**src/rtl/logic_op_pkg.sv**
```systemverilog
// Shared op-code definitions for the logic-exercise datapath.
// op[1:0] keeps the legacy two-key {chave1,chave2} coding; op[2] selects the extended ops.
package logic_op_pkg;

  localparam int OP_W = 3;

  localparam logic [OP_W-1:0] OP_AND  = 3'b000;
  localparam logic [OP_W-1:0] OP_NAND = 3'b001;
  localparam logic [OP_W-1:0] OP_OR   = 3'b010;
  localparam logic [OP_W-1:0] OP_NOR  = 3'b011;
  localparam logic [OP_W-1:0] OP_XOR  = 3'b100;
  localparam logic [OP_W-1:0] OP_XNOR = 3'b101;
  localparam logic [OP_W-1:0] OP_NOT  = 3'b110;
  localparam logic [OP_W-1:0] OP_PASS = 3'b111;

endpackage

```
**src/rtl/logic_op_core.sv**
```systemverilog
// Combinational bitwise operator: result = f(op, a, beff). Zero latency, no handshake.
// Shared with the legacy two-key wrapper, which ties op[2] to 0.
module logic_op_core
  import logic_op_pkg::*;
#(
  parameter int WIDTH = 8
) (
  input  logic [OP_W-1:0]  op,
  input  logic [WIDTH-1:0] a,
  input  logic [WIDTH-1:0] beff,
  output logic [WIDTH-1:0] result
);

  always_comb begin
    result = a;
    case (op)
      OP_AND:  result = a & beff;
      OP_NAND: result = ~(a & beff);
      OP_OR:   result = a | beff;
      OP_NOR:  result = ~(a | beff);
      OP_XOR:  result = a ^ beff;
      OP_XNOR: result = ~(a ^ beff);
      OP_NOT:  result = ~a;
      OP_PASS: result = a;
      default: result = a;
    endcase
  end

endmodule

```
**src/rtl/logic_op_unit.sv**
```systemverilog
// Registered bitwise op unit with optional accumulate and completed-op counter; 1-cycle latency.
// One-entry output register: in_ready = !out_valid || out_ready, so a held result stalls input.
module logic_op_unit
  import logic_op_pkg::*;
#(
  parameter int WIDTH = 8,
  parameter int CNT_W = 8
) (
  input  logic             clk,
  input  logic             rst_n,
  input  logic             in_valid,
  output logic             in_ready,
  input  logic [WIDTH-1:0] a,
  input  logic [WIDTH-1:0] b,
  input  logic [OP_W-1:0]  op,
  input  logic             acc,
  input  logic             clr_acc,
  output logic             out_valid,
  input  logic             out_ready,
  output logic [WIDTH-1:0] y,
  output logic             zero,
  output logic             ones,
  output logic [CNT_W-1:0] count
);

  logic [WIDTH-1:0] acc_reg;
  logic [WIDTH-1:0] beff;
  logic [WIDTH-1:0] result;
  logic             accept;
  logic             consume;

  assign in_ready = !out_valid || out_ready;
  assign accept   = in_valid && in_ready;
  assign consume  = out_valid && out_ready;

  // acc_reg is read here before the edge updates it, so accumulate chains at full rate.
  always_comb begin
    beff = b;
    if (acc) begin
      beff = clr_acc ? '0 : acc_reg;
    end
  end

  logic_op_core #(.WIDTH(WIDTH)) u_core (
    .op     (op),
    .a      (a),
    .beff   (beff),
    .result (result)
  );

  always_ff @(posedge clk or negedge rst_n) begin
    if (!rst_n) begin
      y         <= '0;
      acc_reg   <= '0;
      out_valid <= 1'b0;
      count     <= '0;
      zero      <= 1'b1;
      ones      <= 1'b0;
    end else if (accept) begin
      y         <= result;
      acc_reg   <= result;
      out_valid <= 1'b1;
      count     <= count + CNT_W'(1);
      zero      <= (result == '0);
      ones      <= &result;
    end else begin
      if (consume) begin
        out_valid <= 1'b0;
      end
      if (clr_acc) begin
        acc_reg <= '0;
      end
    end
  end

endmodule

```
**config.mk**
```make
export PLATFORM = sky130hd
export DESIGN_NAME = logic_op_unit
export DESIGN_NICKNAME = d
export VERILOG_FILES = /design/src/rtl/logic_op_pkg.sv /design/src/rtl/logic_op_core.sv /design/src/rtl/logic_op_unit.sv
export SDC_FILE = /design/constraint.sdc
export NUM_CORES = 1
export LEC_CHECK = 0
export CORE_MARGIN = 10
export CORE_UTILIZATION = 25
export DETAILED_ROUTE_END_ITERATION = 7
export DONT_BUFFER_PORTS = 1
export GPL_TIMING_DRIVEN = 0
export PLACE_DENSITY = 0.36
export SETUP_SLACK_MARGIN = 0.3
export SLEW_MARGIN = 20
export SYNTH_ARGS = -nofsm -noshare
export SYNTH_HDL_FRONTEND = slang
export SYNTH_SLANG_ARGS = --single-unit
```
**constraint.sdc**
```tcl
create_clock -name clk -period 2.7 [get_ports clk]
set_input_delay 0.54 -clock clk [delete_from_list [all_inputs] [get_ports clk]]
set_output_delay 0.54 -clock clk [all_outputs]
set_load 0.01 [all_outputs]
```
**Yosys cells after proc, flatten, opt, wreduce, memory -nomap -nowiden**

Index checks and enable logic that the tools add are counted.

- Bitwise logic cells: 7
- Multiply operators: 0
- Reduce and logical (&&, ||, !) cells: 8
- Add/subtract/negate cells: 1
- Eq/ne operators: 7
- Divide/modulo/power cells: 0
- Order comparisons: 0
- Shift operators: 0
- Mux-type cells: 6

Operators by type and width:

| operator | number |
|---|---|
| one-hot mux 8 bit (8 select lines) | 1 |
| NOT 8 bit | 4 |
| 2-to-1 mux 8 bit | 3 |
| equality test 3 bit (second input constant) | 4 |
| adder 8 x 1 -> 8 bit (second input constant) | 1 |
| bitwise AND 8 bit | 1 |
| logical NOT 8 bit | 1 |
| bitwise OR 8 bit | 1 |
| AND reduction 8 bit | 1 |
| XOR 8 bit | 1 |
| equality test 3 x 2 -> 1 bit (second input constant) | 2 |
| equality test 3 x 1 -> 1 bit (second input constant) | 1 |
| logical NOT 3 bit | 1 |
| logical AND 1 bit | 2 |
| 2-to-1 mux 1 bit | 2 |
| nonzero test 2 bit | 1 |
| logical NOT 1 bit | 1 |
| logical OR 1 bit | 1 |

- Memory bits (read-only): 0
- Memory bits (writable): 0
- Memories: 0
- Output and inout port bits: 20
- Bits of input ports: 25
- Bits in registers: 27
- Latch bits: 0

**Longest topological paths before layout**

Gate-level depths: netlist of run 1.

- Word-level depth: 6
- Mapped depth: 10
- Mapped depth without buffers: 10

**Modules after synthesis**

Synthesis of run 1 repeated with hierarchy kept, for this count alone.

- Cell total of the unflattened synthesis: 181
- Area, all modules: 1838.0 µm²

By module, submodules not included:

| module | area each (µm²) | cells an instance | times used |
|---|---|---|---|
| logic_op_unit | 1277.5 | 122 | 1 |
| logic_op_core | 560.5 | 59 | 1 |

**Worst setup path after synthesis of run 1**

No wires, ideal clock.

- Kind: input -> register
- Start: in acc
- End: reg zero
- Path buffers: 1
- Slack: -0.185 ns
- Setup time: 0.061 ns
- Stages: 9
- Arrival: 2.824 ns
- Cell sequence: clkbuf_1 mux2_2 inv_1 ha_1 mux4_2 or4_1 o22ai_1 nor2b_1 a32o_2

- Word-level cells in the longest chain between the ends: 5

RTL lines:

| item | RTL line | text |
|---|---|---|
| from (decl) | logic_op_unit.sv:16 | `input logic acc,` |
| 2-to-1 mux 8 bit * | logic_op_unit.sv:39 | `if (acc) begin` |
| XOR 8 bit (tied with other cells) | logic_op_core.sv:21, logic_op_core.sv:22 |  |
| NOT 8 bit, on equally long branches | logic_op_core.sv:22, logic_op_core.sv:18, logic_op_core.sv:20 |  |
| one-hot mux 8 bit (8 select lines) * | logic_op_core.sv:16 | `case (op)` |
| logical NOT 8 bit * | logic_op_unit.sv:64 | `zero <= (result == '0);` |
| to (signal assigned) | logic_op_unit.sv:64 |  |
| to (decl) | logic_op_unit.sv:21 | `output logic zero,` |

Every way passes the cells marked *; elsewhere a longest branch is shown, timed or not.
A chain may end at the register's enable or synchronous reset.

**Final worst setup path of run 1**

- Start: reg acc_reg[3]
- End: reg ones

- Word-level cells in the longest chain between the ends: 6

RTL lines:

| item | RTL line | text |
|---|---|---|
| from (decl) | logic_op_unit.sv:26 | `logic [WIDTH-1:0] acc_reg;` |
| from (signal assigned) | logic_op_unit.sv:61 | `acc_reg <= result;` |
| 2-to-1 mux 8 bit * | -- |  |
| 2-to-1 mux 8 bit * | logic_op_unit.sv:39 |  |
| XOR 8 bit (tied with other cells) | logic_op_core.sv:21, logic_op_core.sv:22 |  |
| NOT 8 bit, on equally long branches | logic_op_core.sv:22, logic_op_core.sv:18, logic_op_core.sv:20 |  |
| one-hot mux 8 bit (8 select lines) * | logic_op_core.sv:16 |  |
| AND reduction 8 bit * | logic_op_unit.sv:65 | `ones <= &result;` |
| to (signal assigned) | logic_op_unit.sv:65 |  |
| to (decl) | logic_op_unit.sv:22 | `output logic ones,` |

Marked as above.

==> impl_metrics.csv, run 1 <==
group,metric,value,unit
run_status,status,"finished clean",
logic_synthesis,synth_edf_count,0,
logic_synthesis,synth_area_leader_cell,"dfrtp_1",
worst_setup_path,max_stage_delay,0.50,ns
logic_synthesis,async_reset_ff_share,100.0,%
die,chipHeight,108.0,µm
route,detail_route.wirelength,5.137,mm
power_and_ir_drop,pwr-share-seq,51.0,%
logic_synthesis,ys_seq_area_share,34.99,%
place,dp_hpwl,4.068,mm
route,viasPerCell,4.570,
layout,fin_util,29.79,%
sta,skew,0.004578,ns
layout,synthToLayoutAreaGrowth,17.14,%
worst_setup_path,slowest_stage,"mux4_2",
sta,setup_viol,0,
sta,timing.hold.ws,0.07587,ns
power_and_ir_drop,power.density,524.7,mW/mm²
global_route,grt_overflow,0,
logic_synthesis,syn_nets,254,
die,core_area,0.007607,mm²
layout,fill_cells,820,
global_route,antenna_found_initial,0,
sta,rsz0062_at_grt,"true",
run,maxCapViolCount,0,
route,wire_per_inst,15.90,µm
sta,tightest_slew,0.6174,ns
power_and_ir_drop,power_switching,419.9,µW
clock_tree,htree_levels,1,
worst_setup_path,worstSetupStartpointType,"flop",
power_and_ir_drop,p_int,769.1,µW
clock_tree,cts_buffers,3,
sta,period_minus_slack,2.516,ns
power_and_ir_drop,p_comb_share,29.7,%
power_and_ir_drop,ir_drop,0.1753,mV
route,vias,1476,
logic_synthesis,syn_area,0.001934,mm²
sta,finalHoldViolations,0,
route,drt_iter0_markers,46,
sta,fin_ws,0.1839,ns
logic_synthesis,avgSynthCellArea,9.124,µm²
die,die-area,0.01166,mm²
power_and_ir_drop,total_power,1.189,mW
route,ant_nets,0,
global_route,grt_max_degree,27,
worst_setup_path,cp_max_fo,2,
logic_synthesis,synth_ff_type,"dfrtp_1",
clock_tree,cts_tree,"yes",
layout,nets,264,
worst_setup_path,path_class,"flop to flop",
die,die_w,108.0,µm
logic_synthesis,yosysMostFrequentCell,"dfrtp_1",
route,drc_errors,0,
logic_synthesis,ys_top_cells_by_area,"dfrtp_1 34%, ha_1 11%, mux2_2 6.4%, xnor2_1 5.0%, nor2_1 4.3%",
sta,relSlewSlack,58.71,%
sta,slew_viol_final,0,
worst_setup_path,crit_family,"multiplexers",
logic_synthesis,yosysWarnings,0,
global_route,first_global_vias,1480,
layout,diodes,0,
layout,drive_above_1_share,20.36,%
die,io_pins,45,
hold_path,hold_class,"primary input to async pin",
worst_setup_path,cp-end-kind,"flop",
sta,timing.final.crit_share,93.19,%
worst_setup_path,path_cells,"nor2b_2 > mux2_4 > inv_1 > ha_1 > mux4_2 > or2_4 > o32ai_4 > o2111ai_2 > o31ai_1",
clock_tree,ctsRootBufferMaster,"clkbuf_8",
place,port_buffers,0,
logic_synthesis,synth-seq-cells,27,
clock_tree,clkSinkCount,27,
global_route,globalRouteTotalUtil,8.948,%
place,place.gp.congestion,0.7069,
worst_setup_path,cp.required,2.88,ns
logic_synthesis,syn_inst,212,
sta,fmax,0.3974,GHz
clock_tree,clkTransAtPathRegs,0.09,ns
worst_setup_path,cp_data_arrival_time,2.69,ns
global_route,grt_pass1_wl,8.335,mm
logic_synthesis,yosysUniqueCellTypes,39,
worst_setup_path,critPathBufInv,1,
place,dp_slack,-0.1468,ns
die,row_count,32,
power_and_ir_drop,leakage,0.9962,nW
route,firstDrtPassIters,4,
power_and_ir_drop,p_sw_share,35.32,%
clock_tree,ctsLongestPathBuffers,2,
die,initial_utilization,25.43,%
logic_synthesis,yosys-top-cells-count,"26 x dfrtp_1, 22 x nor2_1, 20 x inv_1, 17 x ha_1, 16 x a21oi_1",
logic_synthesis,yosysTopAreaCellShare,33.64,%
clock_tree,worst_skew_pair.late_latency,0.27,ns
power_and_ir_drop,pwr-share-clk,19.3,%
-- repair_timing --
item | in CTS | in global routing
hold buffers | 1 | 0
setup buffers | 3 | 1
hold endpoints to repair | 26 | 0
resized for setup | 4 | 9
pin swaps | 1 | 2
setup endpoints to repair | 2 | 4
cloned | 0 | 0
-- worst paths after layout --
path                                 startpoint                     to  slack, ns  cells after the start
setup / recovery           acc_reg[3]$_DFF_PN0_       ones$_DFFE_PN0P_       0.18                      9
hold / removal                            rst_n  out_valid$_DFFE_PN0P_       0.08                      1
setup reg to reg           acc_reg[3]$_DFF_PN0_       ones$_DFFE_PN0P_       0.18                      9
hold reg to reg            count[7]$_DFFE_PN0P_   count[7]$_DFFE_PN0P_       0.54                      1
max in group asynchronous                 rst_n   acc_reg[1]$_DFF_PN0_       2.47                      1
min in group clk                       in_valid  out_valid$_DFFE_PN0P_       0.38                      1
-- cell families after synthesis --
family | count (synthesis) | share of synthesized area [%]
adder cells (fa/ha/maj) | 17 | 11.00
buffers and inverters | 30 | 6.015
AO/OA/AOI/OAI | 37 | 11.90
AND/OR/NAND/NOR | 69 | 17.72
multiplexers | 19 | 12.48
XOR/XNOR | 13 | 5.886
flip-flops | 27 | 34.99
-- metrics by stage --
stage          area [µm²]  TNS, ns  cells
2_1_floorplan        1979        0    212
3_3_place_gp         2107  -0.2236    314
3_5_place_dp         2107  -0.2611    314
4_1_cts              2215        0    322
5_1_grt              2266        0    323
6_report             2266        0    323
-- power groups by stage --
| stage | logic, mW | clock network [mW] | registers [mW] |
|---|---|---|---|
| global placement | 0.313 | 0 | 0.622 |
| detailed placement | 0.313 | 0 | 0.621 |
| global route | 0.404 | 0.254 | 0.629 |
| floorplan | 0.256 | 0 | 0.591 |
| CTS | 0.343 | 0.245 | 0.613 |
| finish | 0.353 | 0.229 | 0.607 |
-- layout by cell type, fill, tap and decap left out, drive strengths merged, types with 2 or more instances in the layout --
master  count
a21o        2
a21oi      16
and2        2
and3        2
buf        10
clkbuf      8
dfrtp      26
ha         17
inv        21
mux2       11
mux2i       5
mux4        3
nand2      10
nand2b      5
nand3       6
nand4       2
nor2       22
nor2b      10
nor3        4
o21a        3
o21ai       6
o22ai       2
o32ai       2
or2         3
xnor2      11
xor2        2
-- layout make-up --
| cell class | count | area [µm²] | share of cell area [%] |
|---|---|---|---|
| multi-input combinational | 155 | 1229 | 54.22 |
| sequential | 27 | 676.9 | 29.87 |
| tap | 102 | 127.6 | 5.632 |
| inverter | 21 | 78.83 | 3.479 |
| buffer | 9 | 58.81 | 2.595 |
| timing repair buffer | 5 | 50.05 | 2.209 |
| clock buffer | 4 | 45.04 | 1.988 |
-- routing by layer --
| layer | part of all wire (%) | global-route usage [%] | vias up |
|---|---|---|---|
| met5 | 0 | 0 | - |
| met4 | 0.39 | 1.718 | 0 |
| met3 | 9.0 | 3.450 | 2 |
| met2 | 48 | 14.44 | 39 |
| met1 | 43 | 11.13 | 702 |
| li1 | - | - | 733 |
Note: power is estimated with default switching activity, not from simulation.
==> run 2, diff against run 1 <==
- ABC_AREA: default -> 1
==> run 2 against run 1 <==
Net effect:
- critical path depth up 6
- first-iteration DRC count rose by 100%
- clock skew grew 0.0041 ns
- critical path type is now primary input to flop
- critical endpoint is now zero$_DFFE_PN1P_
- largest power group unchanged
==> impl_metrics.csv, run 2 <==
group,metric,value,unit
run_status,status,"finished clean",
route,firstDrtPassIters,4,
die,row_count,34,
sta,relSlewSlack,65.78,%
layout,layout_commonest_cell,"nand2_1",
sta,rsz0062_at_grt,"false",
layout,fill_cells,993,
sta,tightest_slew,0.5133,ns
place,place.gp.congestion,0.7358,
logic_synthesis,yosys-top-cells-count,"84 x nand2_1, 54 x inv_1, 48 x nand3_1, 37 x nor2_1, 26 x dfrtp_1",
power_and_ir_drop,power.density,486.9,mW/mm²
layout,nets,388,
logic_synthesis,yosysUniqueCellTypes,27,
power_and_ir_drop,ir_drop,0.2970,mV
layout,stdcell_area,0.002496,mm²
route,wire_per_inst,15.68,µm
route,detail_route.wirelength,7.105,mm
global_route,use_met2,16.59,%
sta,timing.final.crit_share,82.23,%
global_route,grt_overflow,0,
clock_tree,cts_setup_buffers,0,
route,drc_errors,0,
global_route,globalRouteTotalUtil,10.59,%
sta,period_minus_slack,2.220,ns
logic_synthesis,yosysTopAreaCellShare,28.42,%
hold_path,hold_class,"primary input to async pin",
global_route,met1_usage,14.91,%
logic_synthesis,synth_edf_count,0,
die,core_area,0.008806,mm²
logic_synthesis,async_reset_ff_share,100.0,%
sta,skew,0.008708,ns
global_route,grt_busiest_layer,"met2",
logic_synthesis,ys_seq_area_share,29.56,%
run,maxCapViolCount,0,
global_route,grt_max_degree,27,
die,die_w,115.7,µm
clock_tree,ctsRootBufferMaster,"clkbuf_8",
worst_setup_path,path_class,"primary input to flop",
clock_tree,htree_levels,1,
die,die-area,0.01339,mm²
global_route,first_global_vias,2070,
layout,drive_above_1_share,8.696,%
logic_synthesis,syn_nets,382,
sta,fmax,0.4504,GHz
clock_tree,worst_skew_pair.late_latency,0.27,ns
logic_synthesis,synth-seq-cells,27,
sta,tns,0,ns
global_route,antenna_found_initial,0,
clock_tree,clkSinkCount,27,
sta,setup_viol,0,
logic_synthesis,yosysWarnings,0,
layout,layout_common_cells,"84 x nand2_1, 54 x inv_1, 48 x nand3_1",
sta,finalHoldViolations,0,
clock_tree,clkTransAtPathRegs,0.10,ns
layout,synthToLayoutAreaGrowth,9.016,%
worst_setup_path,worstSetupStartpointType,"primary input",
route,ant_nets,0,
global_route,grt_pass1_wl,11.25,mm
die,initial_utilization,26.00,%
place,placed_cell_area,0.002425,mm²
worst_setup_path,cp.required,2.92,ns
worst_setup_path,cp-end-kind,"flop",
place,port_buffers,0,
global_route,use_met3,2.481,%
logic_synthesis,synth_area_leader_cell,"dfrtp_1",
logic_synthesis,ys_top_cells_by_area,"dfrtp_1 28%, nand2_1 14%, nand3_1 10%, ha_1 9.3%, inv_1 8.9%",
logic_synthesis,yosysMostFrequentCell,"nand2_1",
logic_synthesis,synth_ff_type,"dfrtp_1",
sta,slew_viol_final,0,
route,vias,2055,
die,chipHeight,115.7,µm
logic_synthesis,syn_inst,340,
power_and_ir_drop,leakage,1.393,nW
clock_tree,ctsLongestPathBuffers,2,
logic_synthesis,avgSynthCellArea,6.734,µm²
clock_tree,cts_tree,"yes",
logic_synthesis,syn_area,0.002290,mm²
die,io_pins,45,
clock_tree,cts_buffers,3,
worst_setup_path,cp_max_fo,10,
route,viasPerCell,4.536,
worst_setup_path,cp_data_arrival_time,2.44,ns
place,dp_hpwl,5.571,mm
route,drt_iter0_markers,93,
layout,diodes,0,
==> run 2: changes by cell type after synthesis, moves of 6 or more <==
cell      previous run  this run
xnor2_1             11         2
inv_1               20        54
a21oi_1             16         1
nor2b_1             10         0
nand2_1             10        84
nor2_1              22        37
mux2_2              11         0
nand4_1              2        16
nand3_1              6        48
nand3b_1             1         7
o21ai_0              6        14
==> run 2: power by group <==
part / internal [mW] / total [mW] / switching (mW) / leakage (nW)
registers: 0.500 / 0.633 / 0.133 / 0.331
logic: 0.133 / 0.351 / 0.218 / 1.04
clock network: 0.103 / 0.231 / 0.127 / 0.0255
==> run 2: logic make-up (layout without fill, tap and decap cells) <==
family | after synthesis | count (layout) | synth area share [%]
flip-flops | 27 | 27 | 29.56
adder cells (fa/ha/maj) | 17 | 17 | 9.289
AO/OA/AOI/OAI | 15 | 15 | 3.279
buffers and inverters | 74 | 79 | 14.26
AND/OR/NAND/NOR | 200 | 200 | 40.93
XOR/XNOR | 7 | 7 | 2.678
==> run 2: timing repair <==
item / 4_1_cts / 5_1_grt
setup endpoints to repair: 3 / 2
hold endpoints to repair: 26 / 0
gates resized for setup: 1 / 3
hold buffers: 1 / 0
==> run 2: final cells by class <==
| cell class | count | area [µm²] | area share (%) |
|---|---|---|---|
| inverters | 59 | 226.5 | 9.073 |
| flip-flops and latches | 27 | 676.9 | 27.12 |
| clock buffers | 3 | 41.29 | 1.654 |
| clock inverters | 1 | 5.005 | 0.2005 |
| multi-input cells | 239 | 1286 | 51.53 |
| well taps | 108 | 135.1 | 5.414 |
| repair buffers | 1 | 20.02 | 0.8020 |
| plain buffers | 15 | 105.1 | 4.211 |
==> run 2: worst paths after layout <==
path                                 startpoint                   end  slack, ns  cells after the start
setup / recovery                        clr_acc      zero$_DFFE_PN1P_       0.48                     15
min in group clk               zero$_DFFE_PN1P_      zero$_DFFE_PN1P_       0.50                      2
hold / removal                            rst_n  count[6]$_DFFE_PN0P_       0.07                      1
max in group asynchronous                 rst_n      ones$_DFFE_PN0P_       2.47                      1
setup reg to reg           acc_reg[0]$_DFF_PN0_      zero$_DFFE_PN1P_       0.78                     13
hold reg to reg                zero$_DFFE_PN1P_      zero$_DFFE_PN1P_       0.50                      2
==> run 2: layer usage <==
metal	up-vias	share of wire, %
met3	2	5.4
met4	0	0.35
met1	937	49
met2	36	45
li1	1080	-
met5	-	0
==> run 2: critical path, stage by stage <==
cell and delay [ns]:
inv_1 0.16, clkbuf_4 0.25, nand3_1 0.10, o21ai_0 0.14, inv_1 0.08, ha_1 0.29, o21ai_0 0.15, o21ai_0 0.10
nor2_1 0.12, nand2_1 0.06, nand2_1 0.13, nand3_1 0.09, nor2_1 0.09, nand2_1 0.07, nand2_1 0.06
==> run 2: through the flow <==
step / util (%) / setup WS (ns) / total power, mW / hold WS (ns) / instances
floorplan: - / 0.5097 / 0.8825 / 0.2444 / 340
global placement: 27.54 / -0.08409 / 0.9917 / 0.2454 / 448
detailed placement: 27.54 / -0.04851 / 0.9926 / 0.2454 / 448
CTS: 28.30 / 0.4144 / 1.239 / 0.06759 / 453
global route: 28.35 / 0.3242 / 1.323 / 0.06002 / 453
finish: 28.35 / 0.4799 / 1.215 / 0.06853 / 453
==> run 3, diff against run 2 <==
- clock period: 2.7 -> 2.05 ns (I/O delays scaled with it)
==> run 3 against run 2 <==
Net effect:
- clock power up 27%
- first-iteration DRC count down 12%
- register-to-register slack worse by 0.47 ns
- cell area up 12%
- critical path type is now flop to flop
- combinational power up 58%
- die area unchanged
- wire length up 3.1%
- count of clock-buffer cells in the layout up 1
- final cell count up 2.2%
- worst hold slack better by 0.30 ns
- setup slack worse by 0.17 ns
- critical endpoint is now ones$_DFFE_PN0P_
- utilization up 3.3 points
==> impl_metrics.csv, run 3 (synthesis results as in run 2) <==
group,metric,value,unit
clock_tree,cts_tree,"yes",
worst_setup_path,path_cells,"nand3_2 > o21ai_4 > inv_2 > ha_4 > inv_1 > nand4_1 > nand2_1 > nor2_2 > nand3_2 > nand2_2 > nor2_1 > nand3_1 > nand2_1",
global_route,grt_pass1_wl,11.90,mm
clock_tree,ctsRootBufferMaster,"clkbuf_8",
sta,setup_viol,0,
layout,diodes,0,
worst_setup_path,cp.required,2.21,ns
layout,layout_commonest_cell,"nand2_1",
route,drt_iter0_markers,82,
power_and_ir_drop,p_sw_share,38.84,%
die,chipHeight,115.7,µm
global_route,antenna_found_initial,0,
place,dp_cells,448,
worst_setup_path,crit_path_start,"acc_reg[0]$_DFF_PN0_",
power_and_ir_drop,pwr-share-seq,49.7,%
run_status,status,"finished clean",
worst_setup_path,cp_max_fo,3,
sta,finalHoldViolations,0,
sta,rsz0062_at_grt,"true",
route,ant_nets,0,
route,detail_route.wirelength,7.328,mm
place,placed_cell_area,0.002464,mm²
worst_setup_path,max_stage_delay,0.37,ns
clock_tree,cts_buffers,3,
sta,timing.hold.ws,0.3677,ns
layout,stdcell_area,0.002786,mm²
die,core_area,0.008806,mm²
layout,fin_cells,463,
die,die_w,115.7,µm
die,die-area,0.01339,mm²
clock_tree,worst_skew_pair.late_latency,0.27,ns
clock_tree,clkTransAtPathRegs,0.09,ns
layout,drive_above_1_share,21.41,%
worst_setup_path,worstSetupStartpointType,"flop",
place,place.gp.congestion,0.7634,
die,io_pins,45,
layout,layout_common_cells,"79 x nand2_1, 48 x inv_1, 42 x nand3_1",
layout,nets,398,
sta,relSlewSlack,65.65,%
hold_path,hold_class,"primary input to flop",
global_route,grt_max_degree,28,
route,vias,2130,
die,row_count,34,
sta,timing.final.crit_share,84.89,%
route,viasPerCell,4.600,
sta,fmax,0.5746,GHz
sta,slew_viol_final,0,
layout,fin_util,31.64,%
worst_setup_path,path_class,"flop to flop",
die,initial_utilization,26.00,%
power_and_ir_drop,pwr-share-clk,17.5,%
global_route,first_global_vias,2148,
power_and_ir_drop,p_int,1.029,mW
hold_path,worstHoldStart,"out_ready",
layout,fill_cells,977,
route,firstDrtPassIters,4,
layout,synthToLayoutAreaGrowth,21.69,%
route,drc_errors,0,
global_route,globalRouteTotalUtil,11.04,%
route,wire_per_inst,15.83,µm
worst_setup_path,slowest_stage,"dfrtp_1",
sta,period_minus_slack,1.740,ns
sta,tightest_slew,0.5152,ns
power_and_ir_drop,ir_drop,0.4194,mV
global_route,grt_overflow,0,
worst_setup_path,r2r_start,"acc_reg[0]$_DFF_PN0_",
sta,tns,0,ns
power_and_ir_drop,leakage,1.474,nW
place,dp_hpwl,5.625,mm
place,port_buffers,0,
power_and_ir_drop,p_comb_share,32.9,%
worst_setup_path,cp_data_arrival_time,1.90,ns
power_and_ir_drop,power_switching,653.3,µW
run,maxCapViolCount,0,
sta,skew,0.001749,ns
power_and_ir_drop,power.density,603.6,mW/mm²
clock_tree,clkSinkCount,27,
clock_tree,ctsLongestPathBuffers,2,
clock_tree,htree_levels,1,
worst_setup_path,cp-end-kind,"flop",
## run 3: final cells by class
type	instances	area (µm²)	share of cell area [%]
multi-input combinational	239	1469	52.72
sequential	27	676.9	24.29
inverter	59	232.7	8.352
tap	108	135.1	4.850
buffer	15	117.6	4.221
timing repair buffer	11	110.1	3.952
clock buffer	4	45.04	1.617
## run 3: final timing paths
| path | end | slack, ns | cells past startpoint |
|---|---|---|---|
| max | ones$_DFFE_PN0P_ | 0.31 | 13 |
| min | out_valid$_DFFE_PN0P_ | 0.37 | 3 |
| max reg2reg | ones$_DFFE_PN0P_ | 0.31 | 13 |
| min reg2reg | zero$_DFFE_PN1P_ | 0.50 | 2 |
| max in group asynchronous | zero$_DFFE_PN1P_ | 1.24 | 2 |
| min in group asynchronous | count[2]$_DFFE_PN0P_ | 0.58 | 2 |
## run 3: worst max-delay path: cells and delay by family, from the launching register on
| family | cells | cell delay, ns |
|---|---|---|
| simple gates | 9 | 0.79 |
| flops | 1 | 0.37 |
| fa+ha+maj | 1 | 0.27 |
| buf+inv | 2 | 0.10 |
| compound gates | 1 | 0.09 |
## run 3: through the flow
stage               setup slack (ns)  total power, mW
global placement             -0.1544            1.314
floorplan                     0.2759            1.173
global route                  0.1854            1.835
detailed placement           -0.1495            1.317
CTS                           0.2940            1.678
finish                        0.3097            1.682
## run 3: power groups by stage
stage | Sequential [mW] | Clock, mW | Combinational [mW]
after floorplan | 0.809 | 0 | 0.364
after global placement | 0.855 | 0 | 0.460
after detailed placement | 0.854 | 0 | 0.464
after CTS | 0.845 | 0.309 | 0.523
after global routing | 0.863 | 0.336 | 0.636
final | 0.835 | 0.294 | 0.553
## run 3: per-layer routing
metal	vias up	wire, µm	global-route usage (%)
met2	33	3542	18.27
met3	4	352	2.067
li1	1103	-	-
met1	990	3391	14.75
met5	-	0	0
met4	0	42	2.002
## run 3: timing repair
action,4_1_cts,5_1_grt
buffers inserted,5,4
hold endpoints to repair,27,0
hold buffers,2,0
pin swaps,10,11
endpoints found under the setup margin,7,15
gates resized for setup,21,19
